--- src/rtl/mpr121_multi_scanner.sv ---
// Initialises and polls up to N_DEV MPR121 touch controllers on a shared I2C bus through an
// external single-register i2c_controller, with NACK retry, per-device failover and a merged touch vector.
module mpr121_multi_scanner #(
  parameter int         N_DEV      = 1,
  parameter int         ELECTRODES = 12,
  parameter logic [6:0] BASE_ADDR  = 7'h5A,
  parameter logic [7:0] TOUCH_TH   = 8'h0F,
  parameter logic [7:0] REL_TH     = 8'h0A,
  parameter int         MAX_RETRY  = 3,
  parameter int         POLL_GAP   = 1000
) (
  input  logic                          clk_in,
  input  logic                          rst_n_in,
  output logic                          start_out,
  output logic [6:0]                    addr_out,
  output logic                          rw_out,
  output logic [7:0]                    cmd_out,
  output logic [7:0]                    wdata_out,
  input  logic [7:0]                    rdata_in,
  input  logic                          ack_in,
  input  logic                          done_in,
  output logic [N_DEV*ELECTRODES-1:0]   touch_status_out,
  output logic                          valid_out,
  output logic                          changed_out,
  output logic                          init_done_out,
  output logic [N_DEV-1:0]              dev_fail_out
);

  localparam int              DW        = (N_DEV > 1) ? $clog2(N_DEV) : 1;
  localparam int              TW        = N_DEV * ELECTRODES;
  localparam logic [4:0]      LAST_TH   = 5'(2 * ELECTRODES - 1);
  localparam logic [7:0]      ECR_VAL   = {4'h0, 4'(ELECTRODES)};
  localparam logic [DW-1:0]   LAST_DEV  = DW'(N_DEV - 1);
  localparam logic [31:0]     GAP_LAST  = 32'(POLL_GAP - 1);
  localparam logic [7:0]      RETRY_MAX = 8'(MAX_RETRY);
  localparam logic [N_DEV-1:0] ALL_FAIL = '1;

  typedef enum logic [3:0] {
    INIT_STOP, WR_TH, WR_ECR, CHK_ECR, NEXT_DEV,
    RD_LO, RD_HI, SWEEP_END, GAP, WAIT
  } state_t;

  state_t            state_q, state_d, ret_q, ret_d, poll_entry;
  logic [DW-1:0]     dev_q, dev_d;
  logic [4:0]        th_q, th_d;
  logic [7:0]        retry_q, retry_d;
  logic [7:0]        lo_q, lo_d;
  logic [TW-1:0]     shadow_q, shadow_d;
  logic [31:0]       gap_q, gap_d;

  logic              start_d, rw_d, valid_d, changed_d, init_done_d;
  logic [6:0]        addr_d;
  logic [7:0]        cmd_d, wdata_d;
  logic [TW-1:0]     touch_d;
  logic [N_DEV-1:0]  fail_d;

  logic              issue;
  logic              iss_rw;
  logic [7:0]        iss_cmd, iss_wdata;

  // With every device failed a sweep collapses to the SWEEP_END cycle alone.
  assign poll_entry = (dev_fail_out == ALL_FAIL) ? SWEEP_END : RD_LO;

  always_comb begin
    // NOTE: every variable gets a default before the case so no path leaves one unassigned (no latches).
    state_d     = state_q;
    ret_d       = ret_q;
    dev_d       = dev_q;
    th_d        = th_q;
    retry_d     = retry_q;
    lo_d        = lo_q;
    shadow_d    = shadow_q;
    gap_d       = gap_q;
    start_d     = 1'b0;
    addr_d      = addr_out;
    rw_d        = rw_out;
    cmd_d       = cmd_out;
    wdata_d     = wdata_out;
    touch_d     = touch_status_out;
    valid_d     = 1'b0;
    changed_d   = 1'b0;
    init_done_d = init_done_out;
    fail_d      = dev_fail_out;
    issue       = 1'b0;
    iss_rw      = 1'b0;
    iss_cmd     = 8'h00;
    iss_wdata   = 8'h00;

    case (state_q)
      INIT_STOP: begin
        issue     = 1'b1;
        iss_cmd   = 8'h5E;
        iss_wdata = 8'h00;
      end
      WR_TH: begin
        issue     = 1'b1;
        iss_cmd   = 8'h41 + {3'b000, th_q};
        iss_wdata = th_q[0] ? REL_TH : TOUCH_TH;
      end
      WR_ECR: begin
        issue     = 1'b1;
        iss_cmd   = 8'h5E;
        iss_wdata = ECR_VAL;
      end
      CHK_ECR: begin
        issue   = 1'b1;
        iss_rw  = 1'b1;
        iss_cmd = 8'h5E;
      end
      NEXT_DEV: begin
        if (!init_done_out) begin
          if (dev_q == LAST_DEV) begin
            init_done_d = 1'b1;
            dev_d       = '0;
            state_d     = poll_entry;
          end else begin
            dev_d   = dev_q + DW'(1);
            state_d = INIT_STOP;
          end
        end else if (dev_q == LAST_DEV) begin
          dev_d   = '0;
          state_d = SWEEP_END;
        end else begin
          dev_d   = dev_q + DW'(1);
          state_d = RD_LO;
        end
      end
      RD_LO: begin
        if (dev_fail_out[dev_q]) begin
          state_d = NEXT_DEV;
        end else begin
          issue   = 1'b1;
          iss_rw  = 1'b1;
          iss_cmd = 8'h00;
        end
      end
      RD_HI: begin
        issue   = 1'b1;
        iss_rw  = 1'b1;
        iss_cmd = 8'h01;
      end
      SWEEP_END: begin
        touch_d   = shadow_q;
        valid_d   = 1'b1;
        changed_d = (shadow_q != touch_status_out);
        gap_d     = '0;
        state_d   = (POLL_GAP == 0) ? poll_entry : GAP;
      end
      GAP: begin
        if (gap_q == GAP_LAST) state_d = poll_entry;
        else                   gap_d   = gap_q + 32'd1;
      end
      WAIT: begin
        // done_in alongside our own start pulse can only be a leftover from before a reset.
        if (done_in && !start_out) begin
          if (ack_in && (ret_q != CHK_ECR || rdata_in == ECR_VAL)) begin
            retry_d = '0;
            case (ret_q)
              INIT_STOP: begin
                th_d    = '0;
                state_d = WR_TH;
              end
              WR_TH: begin
                if (th_q == LAST_TH) begin
                  state_d = WR_ECR;
                end else begin
                  th_d    = th_q + 5'd1;
                  state_d = WR_TH;
                end
              end
              WR_ECR: state_d = CHK_ECR;
              RD_LO: begin
                lo_d    = rdata_in;
                state_d = RD_HI;
              end
              RD_HI: begin
                shadow_d[dev_q*ELECTRODES +: ELECTRODES] = ELECTRODES'({rdata_in[3:0], lo_q});
                state_d = NEXT_DEV;
              end
              default: state_d = NEXT_DEV;
            endcase
          end else if (retry_q < RETRY_MAX) begin
            retry_d = retry_q + 8'd1;
            state_d = ret_q;
          end else begin
            retry_d       = '0;
            fail_d[dev_q] = 1'b1;
            shadow_d[dev_q*ELECTRODES +: ELECTRODES] = '0;
            state_d       = NEXT_DEV;
          end
        end
      end
      default: state_d = INIT_STOP;
    endcase

    if (issue) begin
      start_d = 1'b1;
      addr_d  = BASE_ADDR + 7'(dev_q);
      rw_d    = iss_rw;
      cmd_d   = iss_cmd;
      wdata_d = iss_wdata;
      ret_d   = state_q;
      state_d = WAIT;
    end
  end

  always_ff @(posedge clk_in or negedge rst_n_in) begin
    if (!rst_n_in) begin
      state_q          <= INIT_STOP;
      ret_q            <= INIT_STOP;
      dev_q            <= '0;
      th_q             <= '0;
      retry_q          <= '0;
      lo_q             <= '0;
      shadow_q         <= '0;
      gap_q            <= '0;
      start_out        <= 1'b0;
      addr_out         <= '0;
      rw_out           <= 1'b0;
      cmd_out          <= '0;
      wdata_out        <= '0;
      touch_status_out <= '0;
      valid_out        <= 1'b0;
      changed_out      <= 1'b0;
      init_done_out    <= 1'b0;
      dev_fail_out     <= '0;
    end else begin
      // NOTE: non-blocking assignments so every register samples the pre-edge values.
      state_q          <= state_d;
      ret_q            <= ret_d;
      dev_q            <= dev_d;
      th_q             <= th_d;
      retry_q          <= retry_d;
      lo_q             <= lo_d;
      shadow_q         <= shadow_d;
      gap_q            <= gap_d;
      start_out        <= start_d;
      addr_out         <= addr_d;
      rw_out           <= rw_d;
      cmd_out          <= cmd_d;
      wdata_out        <= wdata_d;
      touch_status_out <= touch_d;
      valid_out        <= valid_d;
      changed_out      <= changed_d;
      init_done_out    <= init_done_d;
      dev_fail_out     <= fail_d;
    end
  end

endmodule
--- config.mk ---
export PLATFORM = sky130hd
export DESIGN_NAME = mpr121_multi_scanner
export DESIGN_NICKNAME = d
export VERILOG_FILES = /design/src/rtl/mpr121_multi_scanner.sv
export SDC_FILE = /design/constraint.sdc
export NUM_CORES = 1
export LEC_CHECK = 0
export CAP_MARGIN = 20
export CORE_MARGIN = 5
export CORE_UTILIZATION = 45
export CTS_CLUSTER_DIAMETER = 40
export DETAILED_ROUTE_END_ITERATION = 7
export PLACE_DENSITY = 0.68
export REMOVE_ABC_BUFFERS = 1
export SYNTH_ARGS = -nofsm -noshare
export SYNTH_HDL_FRONTEND = slang
export SYNTH_SLANG_ARGS = --single-unit
--- constraint.sdc ---
create_clock -name clk_in -period 2.3 [get_ports clk_in]
set_input_delay 0.46 -clock clk_in [delete_from_list [all_inputs] [get_ports clk_in]]
set_output_delay 0.46 -clock clk_in [all_outputs]
set_load 0.05 [all_outputs]
==> metrics.yaml, run 1 <==
finish:
  area_growth_pct: 22.9
  layout.nets: 605
  layout-drive-gt1-share_pct: 18.5
  stdcell_count: 737
  finalInstanceArea_mm2: 0.00629
  antenna_cells: 0
setup_path:
  path_class: "primary input to flop"
  cp.arrival_ns: 2.49
  reg2reg_slack_ns: 0.06
  required_ns: 2.53
  cp_max_fo: 8
  slowest_stage: "or4_4"
  endpoint_kind: "flop"
  worst-path-buf-inv: 2
  crit_path_cell_trace: "dlygate4sd2_1, or4_4, o2111ai_4, nand3_2, or4b_1, buf_6, mux2_4"
  timing.critical_path.slowest_cell_delay_ns: 0.51
  cpLargestDelayFamily: "simple AND/OR/NAND/NOR gates"
  start_kind: "primary input"
drt:
  dr.first_iter.drc_count: 204
  ant_nets: 0
  routed_wirelength_um: 12000
  avgRoutedWirePerCell_um: 16.3
  drc: 0
  viasPerCell: 5.58
  dr.pass1.iters: 5
  vias: 4115
placed_design:
  place_area_mm2: 0.00593
  portBuffers: 44
  hpwl_um: 8430
  numPlacedInstances: 719
  routabilityCongestion: 0.944
synthesis:
  ys_warn_count: 0
  ys_ff_latch: 103
  yosysSeqAreaShare_pct: 50.4
  synth_most_common_cell: "dfrtp_1"
  yosysTopAreaCell: "dfrtp_1"
  syn_inst: 512
  synth_fa_ha_area_share_pct: 0.734
  avgSynthCellArea_um2: 9.99
  ys.flop_type: "dfrtp_1"
  synth-edff-count: 0
  postSynth.asyncResetShare_pct: 100
  netlist-cell-type-count: 66
  synth_common_cells: "dfrtp_1 (103), nand2_1 (78), nor2_1 (33)"
  yosys.area_share.simple_pct: 22.5
  synth.area.top_cells: "dfrtp_1 (50%), nand2_1 (5.7%), xor2_1 (2.9%)"
  synth_top_family_by_area: "simple AND/OR/NAND/NOR gates"
  syn_area_mm2: 0.00511
  synth-compound-area-share_pct: 13.3
  synthMuxAreaShare_pct: 2.54
  yosys.area.top_type_share_pct: 50.4
  synth_xor_area_share_pct: 5.48
clock_tree:
  cts_tree: "built"
  cts_made_buffers: 9
  cts.clk_slew.worst_paths_ns: 0.06
  htreeDepth: 3
  clock-sinks: 103
  clockBufferDepth: 2
  root_buffer: "clkbuf_16"
  clk_latency_ns: 0.35
global_routing:
  grt_max_degree: 39
  grt_pass1_wl_um: 20100
  overflow: 0
  grt_antenna_before_repair: 0
  grtUsageTotal_pct: 18.5
  grt_pass1_vias: 4151
timing:
  finalCritPeriodShare_pct: 98.4
  rsz0062_at_grt: "yes"
  fmax_mhz: 442
  fin_crit_ns: 2.26
  hold_viol: 0
  setup_viol: 0
  fin_skew_ns: 0.00909
  worstMarginPinSlew_ns: 0.547
  relSlewSlack_pct: 63.4
  slew_viol_final: 0
  holdWs_ns: 0.0811
die:
  dieArea_mm2: 0.0136
  dieHeight_um: 117
  initial_core_util_pct: 45.4
  ios: 53
  die_w_um: 117
  fp.coreArea_mm2: 0.0113
  num_rows: 39
power_and_ir_drop:
  pwr_density_cell_mw_per_mm2: 536
  total_power_w: 0.00337
  p_leak_nw: 2.91
  peakVddDrop_v: 0.000606
flow_run:
  maxCapViolations: 0
run_status:
  status: "complete, no violations"
hold_path:
  hold_path.class: "primary input to async pin"
==> layout make-up <==
cell class              instances  area, um2
fillers                       986       4990
flip-flops and latches        103       2580
multi-input cells             374       2370
repair buffers                 91        846
clock buffers                  11        243
well taps                     143        179
inverters                      11       41.3
clock inverters                 4       32.5
==> worst paths after layout <==
path / from / depth (start not counted) / to
max in group asynchronous: rst_n_in / 2 / retry_q[1]$_DFFE_PN0P_
max reg2reg: gap_q[19]$_DFFE_PN0P_ / 6 / gap_q[1]$_DFFE_PN0P_
min: rst_n_in / 1 / gap_q[11]$_DFFE_PN0P_
min in group clk_in: rdata_in[5] / 2 / lo_q[5]$_DFFE_PN0P_
max: rdata_in[7] / 7 / lo_q[6]$_DFFE_PN0P_
min reg2reg: cmd_out[1]$_DFFE_PN0P_ / 2 / cmd_out[1]$_DFFE_PN0P_
==> through the flow <==
stage | setup slack (ns) | TNS, ns | utilization [%]
2_1_floorplan | -0.255 | -7.62 | -
3_3_place_gp | -0.593 | -11.10 | 52.6
3_5_place_dp | -0.607 | -11.71 | 52.6
4_1_cts | 0.0103 | 0 | 55.2
5_1_grt | -0.0291 | -0.0958 | 55.8
6_report | 0.0369 | 0 | 55.8
==> routing by layer <==
metal | GRT usage, % | routed length (um)
met5 | 0 | 0
met3 | 4.20 | 509
met4 | 5.66 | 204
met1 | 23.8 | 5160
met2 | 31.3 | 6130
==> sequential cells by signal (all words and copies together) (netlist names), 4 cells and up <==
name and cells:
wdata_out 4, shadow_q 12, ret_q 4, state_q 4
touch_status_out 12, gap_q 32, cmd_out 7, retry_q 8
th_q 5, lo_q 8
==> layout by cell type (no fill, tap or decap), drive strengths merged, types with 11 or more instances in the layout <==
| cell type | instances |
|---|---|
| nand4 | 21 |
| or3 | 11 |
| xor2 | 17 |
| inv | 11 |
| buf | 48 |
| a21oi | 14 |
| o21ai | 31 |
| nor2 | 33 |
| a22o | 15 |
| nand2 | 78 |
| nand3 | 25 |
| dfrtp | 103 |
| clkbuf | 11 |
| xnor2 | 15 |
| nor3 | 14 |
| clkdlybuf4s50 | 35 |
==> cells by family (layout without fill, tap and decap cells) <==
logic type,after synthesis,count (layout)
muxes,9,9
and+or+nand+nor,225,225
adders and majority gates,3,3
buffers and inverters,42,117
DFF,103,103
AOI/OAI and AO/OA,97,97
xor gates and xnor gates,32,32
other,1,8
==> worst register-to-register path, delay by kind of cell, from the launching register on <==
kind                   cells  cell delay, ns
AOI/OAI and AO/OA          3            0.46
buffers and inverters      1            0.16
DFF                        1            0.38
and+or+nand+nor            2            1.13
==> report_power, final <==
| part | switching (W) | total (W) | internal [W] |
|---|---|---|---|
| clock network | 0.000667 | 0.00143 | 0.000762 |
| logic | 0.0000848 | 0.000121 | 0.0000359 |
| registers | 0.00000349 | 0.00182 | 0.00181 |
| total | 0.000755 | 0.00337 | 0.00261 |
==> timing repair <==
| item | 4_1_cts | 5_1_grt |
|---|---|---|
| setup buffers | 0 | 3 |
| hold buffers | 0 | 0 |
| gates cloned | 0 | 0 |
| gates resized for setup | 18 | 10 |
| endpoints found under the setup margin | 15 | 24 |
| pin swaps | 5 | 6 |
Power figures use the tool's default switching activity.
==> inputs of run 2 (changes only) <==
PLACE_DENSITY = 0.66   (was 0.68)
clock period = 2.8 ns   (was 2.3 ns; I/O delays follow)
==> run 2 against run 1 <==
- worst hold slack gained 0.048 ns
- largest cell class unchanged
- clock skew is 0.0025 ns lower
- via count fell by 4.0%
- die area is the same
- cell count down 2.7%
- worst setup slack improved by 0.059 ns
- wire length down 6.1%
- cell area down 3.6%
- largest power group unchanged
- sequential share of layout area increased by 1.5 points
- sequential power fell by 18%
- highest routed layer unchanged
- sequential cell count did not move
==> metrics.yaml, run 2 (synthesized netlist as in run 1, its figures left out) <==
global_routing:
  grt_pass1_wl_um: 18900  # -5.8%
  grt.busiest_layer: "met2"
  overflow: 0  # unchanged
  grt_pass1_vias: 3925  # -5.4%
  grt_util_met2_pct: 28.9  # -2.4 points
  grt_antenna_before_repair: 0  # unchanged
  met3_usage_pct: 2.59  # -1.6 points
  met1_usage_pct: 22.8  # -1.0 points
  grtUsageTotal_pct: 17.5  # -0.99 points
  grt_max_degree: 55  # +41%
clock_tree:
  cts_tree: "built"
  clock-sinks: 103  # unchanged
  cts.clk_slew.worst_paths_ns: 0.06  # about the same
  post_cts_buffers: 0  # unchanged
  ctsHoldBuffers: 0  # unchanged
  cts_made_buffers: 9  # unchanged
  root_buffer: "clkbuf_16"
  clockBufferDepth: 2  # unchanged
  htreeDepth: 3  # unchanged
  clk_latency_ns: 0.35  # about the same
  cts_resized: 0  # -18
drt:
  dr.first_iter.drc_count: 144  # -29%
  avgRoutedWirePerCell_um: 15.7  # -3.5%
  dr.pass1.iters: 5  # unchanged
  routed_wirelength_um: 11300  # -6.1%
  ant_nets: 0  # unchanged
  drc: 0  # unchanged
  vias: 3949  # -4.0%
  viasPerCell: 5.51  # -1.4%
run_status:
  status: "complete, no violations"
setup_path:
  r2r_start: "gap_q[18]$_DFFE_PN0P_"
  required_ns: 3.03  # +0.50 ns
  cp-startpoint: "rdata_in[3]"
  timing.critical_path.slowest_cell_delay_ns: 0.56  # +0.05 ns
  endpoint_kind: "flop"
  path_class: "primary input to flop"
  cp.arrival_ns: 2.93  # +0.44 ns
  slowest_stage: "or4bb_1"
  cp_max_fo: 8  # unchanged
  crit_path_cell_trace: "clkdlybuf4s50_1, or4bb_1, o2111ai_2, nand3_1, or4b_1, buf_4, mux2_4"
  start_kind: "primary input"
timing:
  final.setup.worst_slack_ns: 0.0962  # +0.0593 ns
  slew_viol_final: 0  # unchanged
  tns_ns: 0  # unchanged
  hold_viol: 0  # unchanged
  setup_viol: 0  # unchanged
  fin_skew_ns: 0.00660  # -0.00249 ns
  rsz0062_at_grt: "no"
  worstMarginPinSlew_ns: 0.590  # +0.0432 ns
  relSlewSlack_pct: 60.7  # -2.8 points
  fmax_mhz: 370
  fin_crit_ns: 2.70
  finalCritPeriodShare_pct: 96.6
finish:
  layout-drive-gt1-share_pct: 14.3  # -4.2 points
  largest_reg_flops: 32  # unchanged
  top_regs: "gap_q x32, shadow_q x12, touch_status_out x12"
  post-route-util_pct: 53.8  # -2.0 points
  antenna_cells: 0  # unchanged
  mostFrequentLayoutCell: "dfrtp_1"
  layout.nets: 585  # -3.3%
  stdcell_count: 717  # -2.7%
  area_growth_pct: 18.5
  final_cell_mix: "dfrtp_1 (103), nand2_1 (78), clkdlybuf4s50_1 (43)"
  top_register: "gap_q"
power_and_ir_drop:
  pwr_density_cell_mw_per_mm2: 471  # -12%
  peakVddDrop_v: 0.000348  # -43%
  p_leak_nw: 2.79  # -4.0%
  total_power_w: 0.00286  # -15%
die:
  fp.coreArea_mm2: 0.0113  # unchanged
  dieArea_mm2: 0.0136  # unchanged
  die_w_um: 117  # unchanged
  ios: 53  # unchanged
  num_rows: 39  # unchanged
  dieHeight_um: 117  # unchanged
  initial_core_util_pct: 45.4  # unchanged
flow_run:
  maxCapViolations: 0  # unchanged
placed_design:
  hpwl_um: 8030  # -4.8%
  routabilityCongestion: 0.889  # -5.9%
  portBuffers: 44  # unchanged
  numPlacedInstances: 702  # -2.4%
  post-place-ws_ns: -0.249  # +0.358 ns
hold_path:
  hold_path.class: "primary input to async pin"
## run 2: cell types whose count changed in the layout (fill, tap and decap cells not counted), sizes merged
cell	delta
clkbuf	+1
dlygate4sd2	-2
clkdlybuf4s50	+8
clkinvlp	-1
buf	-20
clkinv	-1
bufinv	+1
clkdlybuf4s15	-6
## run 2: report_power, final
part / internal (W) / switching (W) / leakage (nW) / total [W]
combinational: 0.0000273 / 0.0000671 / 1.23 / 0.0000944
sequential: 0.00149 / 0.00000275 / 1.42 / 0.00149
clock: 0.000736 / 0.000532 / 0.145 / 0.00127
## run 2: worst paths after layout
check / end / slack [ns] / cells after the start
worst max-delay path: lo_q[3]$_DFFE_PN0P_ / 0.1 / 7
worst min-delay path: gap_q[22]$_DFFE_PN0P_ / 0.13 / 1
worst max register to register: state_q[0]$_DFFE_PN0P_ / 0.40 / 6
worst min register to register: cmd_out[2]$_DFFE_PN0P_ / 0.47 / 2
max in group asynchronous: gap_q[15]$_DFFE_PN0P_ / 2.03 / 2
min in group clk_in: cmd_out[2]$_DFFE_PN0P_ / 0.47 / 2
## run 2: worst max-delay path: cells and delay by family
kind            cells  cell delay, ns
compound gates      1            0.24
buf+inv             2            0.68
simple gates        3            1.15
mux                 1            0.30
## run 2: routing by layer
| layer | vias up | share of wire [%] |
|---|---|---|
| li1 | 1929 | - |
| met1 | 1936 | 45 |
| met2 | 67 | 50 |
| met3 | 17 | 2.8 |
| met4 | 0 | 2.1 |
| met5 | - | 0 |
## run 2: through the flow
stage | cell area [um2] | hold WS [ns]
after floorplan | 4930 | 0.264
after global placement | 5760 | 0.459
after detailed placement | 5760 | 0.455
after CTS | 6060 | 0.134
after global routing | 6060 | 0.150
final | 6060 | 0.129
## run 2: cell type report
type,instances,area [um2]
clock inverter,3,42.5
multi-input combinational,374,2310
timing repair buffer,71,653
inverter,11,41.3
tap,143,179
clock buffer,12,256
sequential,103,2580
fill,995,5210
==> inputs of run 3 (changes only) <==
CORE_MARGIN = 2   (was 5)
PLACE_DENSITY = default   (was 0.66)
PLACE_DENSITY_LB_ADDON = 0.15   (was default)
SLEW_MARGIN = 40   (was default)
==> run 3 against run 2 <==
- clock power is 14% higher
- global-route usage is 1.6 points higher
- cell area is 1.1% higher
- worst setup slack better by 0.045 ns
- highest routed layer unchanged
==> metrics.yaml, run 3 (synthesized netlist as in run 1, its figures left out) <==
finish:
  multi_input_area_mm2: 0.00231  # unchanged
  top_register: "gap_q"
  seqCellArea_mm2: 0.00258  # unchanged
  area_growth_pct: 19.8
  largest_reg_flops: 32  # unchanged
  layout-drive-gt1-share_pct: 14.4  # +0.15 points
  layout.nets: 585  # unchanged
  final_cell_mix: "dfrtp_1 (103), nand2_1 (78), clkdlybuf4s50_1 (43)"
  antenna_cells: 0  # unchanged
  num-fill-cells: 959  # -3.6%
  top_regs: "gap_q x32, shadow_q x12, touch_status_out x12"
  mostFrequentLayoutCell: "dfrtp_1"
  stdcell_count: 715  # -0.28%
drt:
  drc: 0  # unchanged
  avgRoutedWirePerCell_um: 15.5  # -1.2%
  viasPerCell: 5.47  # -0.76%
  dr.pass1.iters: 4  # -1
  ant_nets: 0  # unchanged
  routed_wirelength_um: 11100  # -1.5%
  dr.first_iter.drc_count: 165  # +15%
  vias: 3908  # -1.0%
timing:
  fmax_mhz: 376  # +1.7%
  fin_crit_ns: 2.66  # -0.0453 ns
  hold_viol: 0  # unchanged
  relSlewSlack_pct: 61.3  # +0.59 points
  slew_viol_final: 0  # unchanged
  worstMarginPinSlew_ns: 0.580  # -0.00952 ns
  final.setup.worst_slack_ns: 0.142  # +0.0453 ns
  rsz0062_at_grt: "no"
  setup_viol: 0  # unchanged
  finalCritPeriodShare_pct: 94.9  # -1.6 points
  fin_skew_ns: 0.00954  # +0.00294 ns
clock_tree:
  clk_latency_ns: 0.35  # about the same
  cts.clk_slew.worst_paths_ns: 0.07  # about the same
  clockBufferDepth: 2  # unchanged
  cts_tree: "built"
  htreeDepth: 3  # unchanged
  cts_made_buffers: 9  # unchanged
  ctsHoldBuffers: 0  # unchanged
  post_cts_buffers: 0  # unchanged
  cts_resized: 0  # unchanged
  clock-sinks: 103  # unchanged
  root_buffer: "clkbuf_16"
placed_design:
  portBuffers: 44  # unchanged
  post-place-ws_ns: -0.246  # +0.00245 ns
  numPlacedInstances: 699  # -0.43%
  routabilityCongestion: 0.867  # -2.5%
  hpwl_um: 7820  # -2.6%
setup_path:
  cp_max_fo: 8  # unchanged
  r2r_start: "gap_q[18]$_DFFE_PN0P_"
  worst_r2r_path_depth: 6  # unchanged
  endpoint_kind: "flop"
  required_ns: 3.04  # about the same
  path_class: "primary input to flop"
  start_kind: "primary input"
  reg2reg_slack_ns: 0.39  # about the same
  r2r-end: "state_q[0]$_DFFE_PN0P_"
  cp.arrival_ns: 2.90  # -0.03 ns
  cp-startpoint: "rdata_in[3]"
flow_run:
  maxCapViolations: 0  # unchanged
power_and_ir_drop:
  peakVddDrop_v: 0.000349  # +0.12%
  p_leak_nw: 2.82  # +1.1%
  pwr_density_cell_mw_per_mm2: 496  # +5.2%
die:
  dieHeight_um: 111  # -5.1%
  dieArea_mm2: 0.0122  # -10%
  initial_core_util_pct: 46.6  # +1.2 points
  die_w_um: 111  # -5.1%
  num_rows: 38  # -2.6%
  fp.coreArea_mm2: 0.0110  # -2.6%
  ios: 53  # unchanged
global_routing:
  overflow: 0  # unchanged
  grt_max_degree: 51  # -7.3%
  grt_antenna_before_repair: 0  # unchanged
  grtUsageTotal_pct: 19.1  # +1.6 points
  grt_pass1_wl_um: 19100  # +0.98%
  grt_pass1_vias: 3934  # +0.23%
run_status:
  status: "complete, no violations"
hold_path:
  hold_path.class: "primary input to async pin"
-- run 3: changes by cell type in the layout (fill, tap and decap cells not counted), sizes merged --
cell      delta
clkbuf       -1
bufinv       +2
clkinvlp     -1
inv          +1
-- run 3: cell type report --
| class | instances | area share, % |
|---|---|---|
| Tap cell | 140 | 2.86 |
| Multi-Input combinational cell | 374 | 37.7 |
| Inverter | 11 | 0.674 |
| Timing Repair Buffer | 71 | 11.1 |
| Clock buffer | 11 | 3.96 |
| Clock inverter | 5 | 1.69 |
| Sequential cell | 103 | 42.1 |
-- run 3: worst max path at each step --
stage / slack (ns) / to
CTS: 0.14 / lo_q[6]$_DFFE_PN0P_
global route: 0.01 / lo_q[6]$_DFFE_PN0P_
detailed placement: -0.25 / lo_q[6]$_DFFE_PN0P_
floorplan: 0.16 / lo_q[0]$_DFFE_PN0P_
finish: 0.14 / lo_q[6]$_DFFE_PN0P_
global placement: -0.20 / lo_q[5]$_DFFE_PN0P_
-- run 3: power breakdown --
group          leakage, nW  switching (W)  internal [W]
sequential            1.42     0.00000289       0.00149
clock                0.170       0.000551      0.000900
combinational         1.24      0.0000669     0.0000272
-- run 3: metrics by stage --
stage	instance area [um2]	total power (W)	util (%)	hold slack (ns)	TNS, ns
detailed placement	5780	0.00162	52.6	0.461	-2.12
CTS	6130	0.00309	55.8	0.0770	0
global placement	5780	0.00162	52.6	0.454	-1.74
finish	6130	0.00304	55.8	0.0811	0
floorplan	4930	0.00155	-	0.264	0
global route	6130	0.00315	55.8	0.0941	0
-- run 3: layer usage --
| layer | track usage, % | part of all wire, % | up-vias |
|---|---|---|---|
| met4 | 6.33 | 1.6 | 0 |
| li1 | - | - | 1923 |
| met1 | 25.2 | 46 | 1898 |
| met3 | 5.16 | 3.4 | 13 |
| met5 | 0 | 0 | - |
| met2 | 30.7 | 49 | 74 |
-- run 3: worst max-delay path, stage by stage --
cell,delay [ns]
clkdlybuf4s50_1,0.46
or4bb_1,0.54
o2111ai_2,0.22
nand3_1,0.12
or4b_1,0.48
buf_4,0.20
mux2_4,0.30
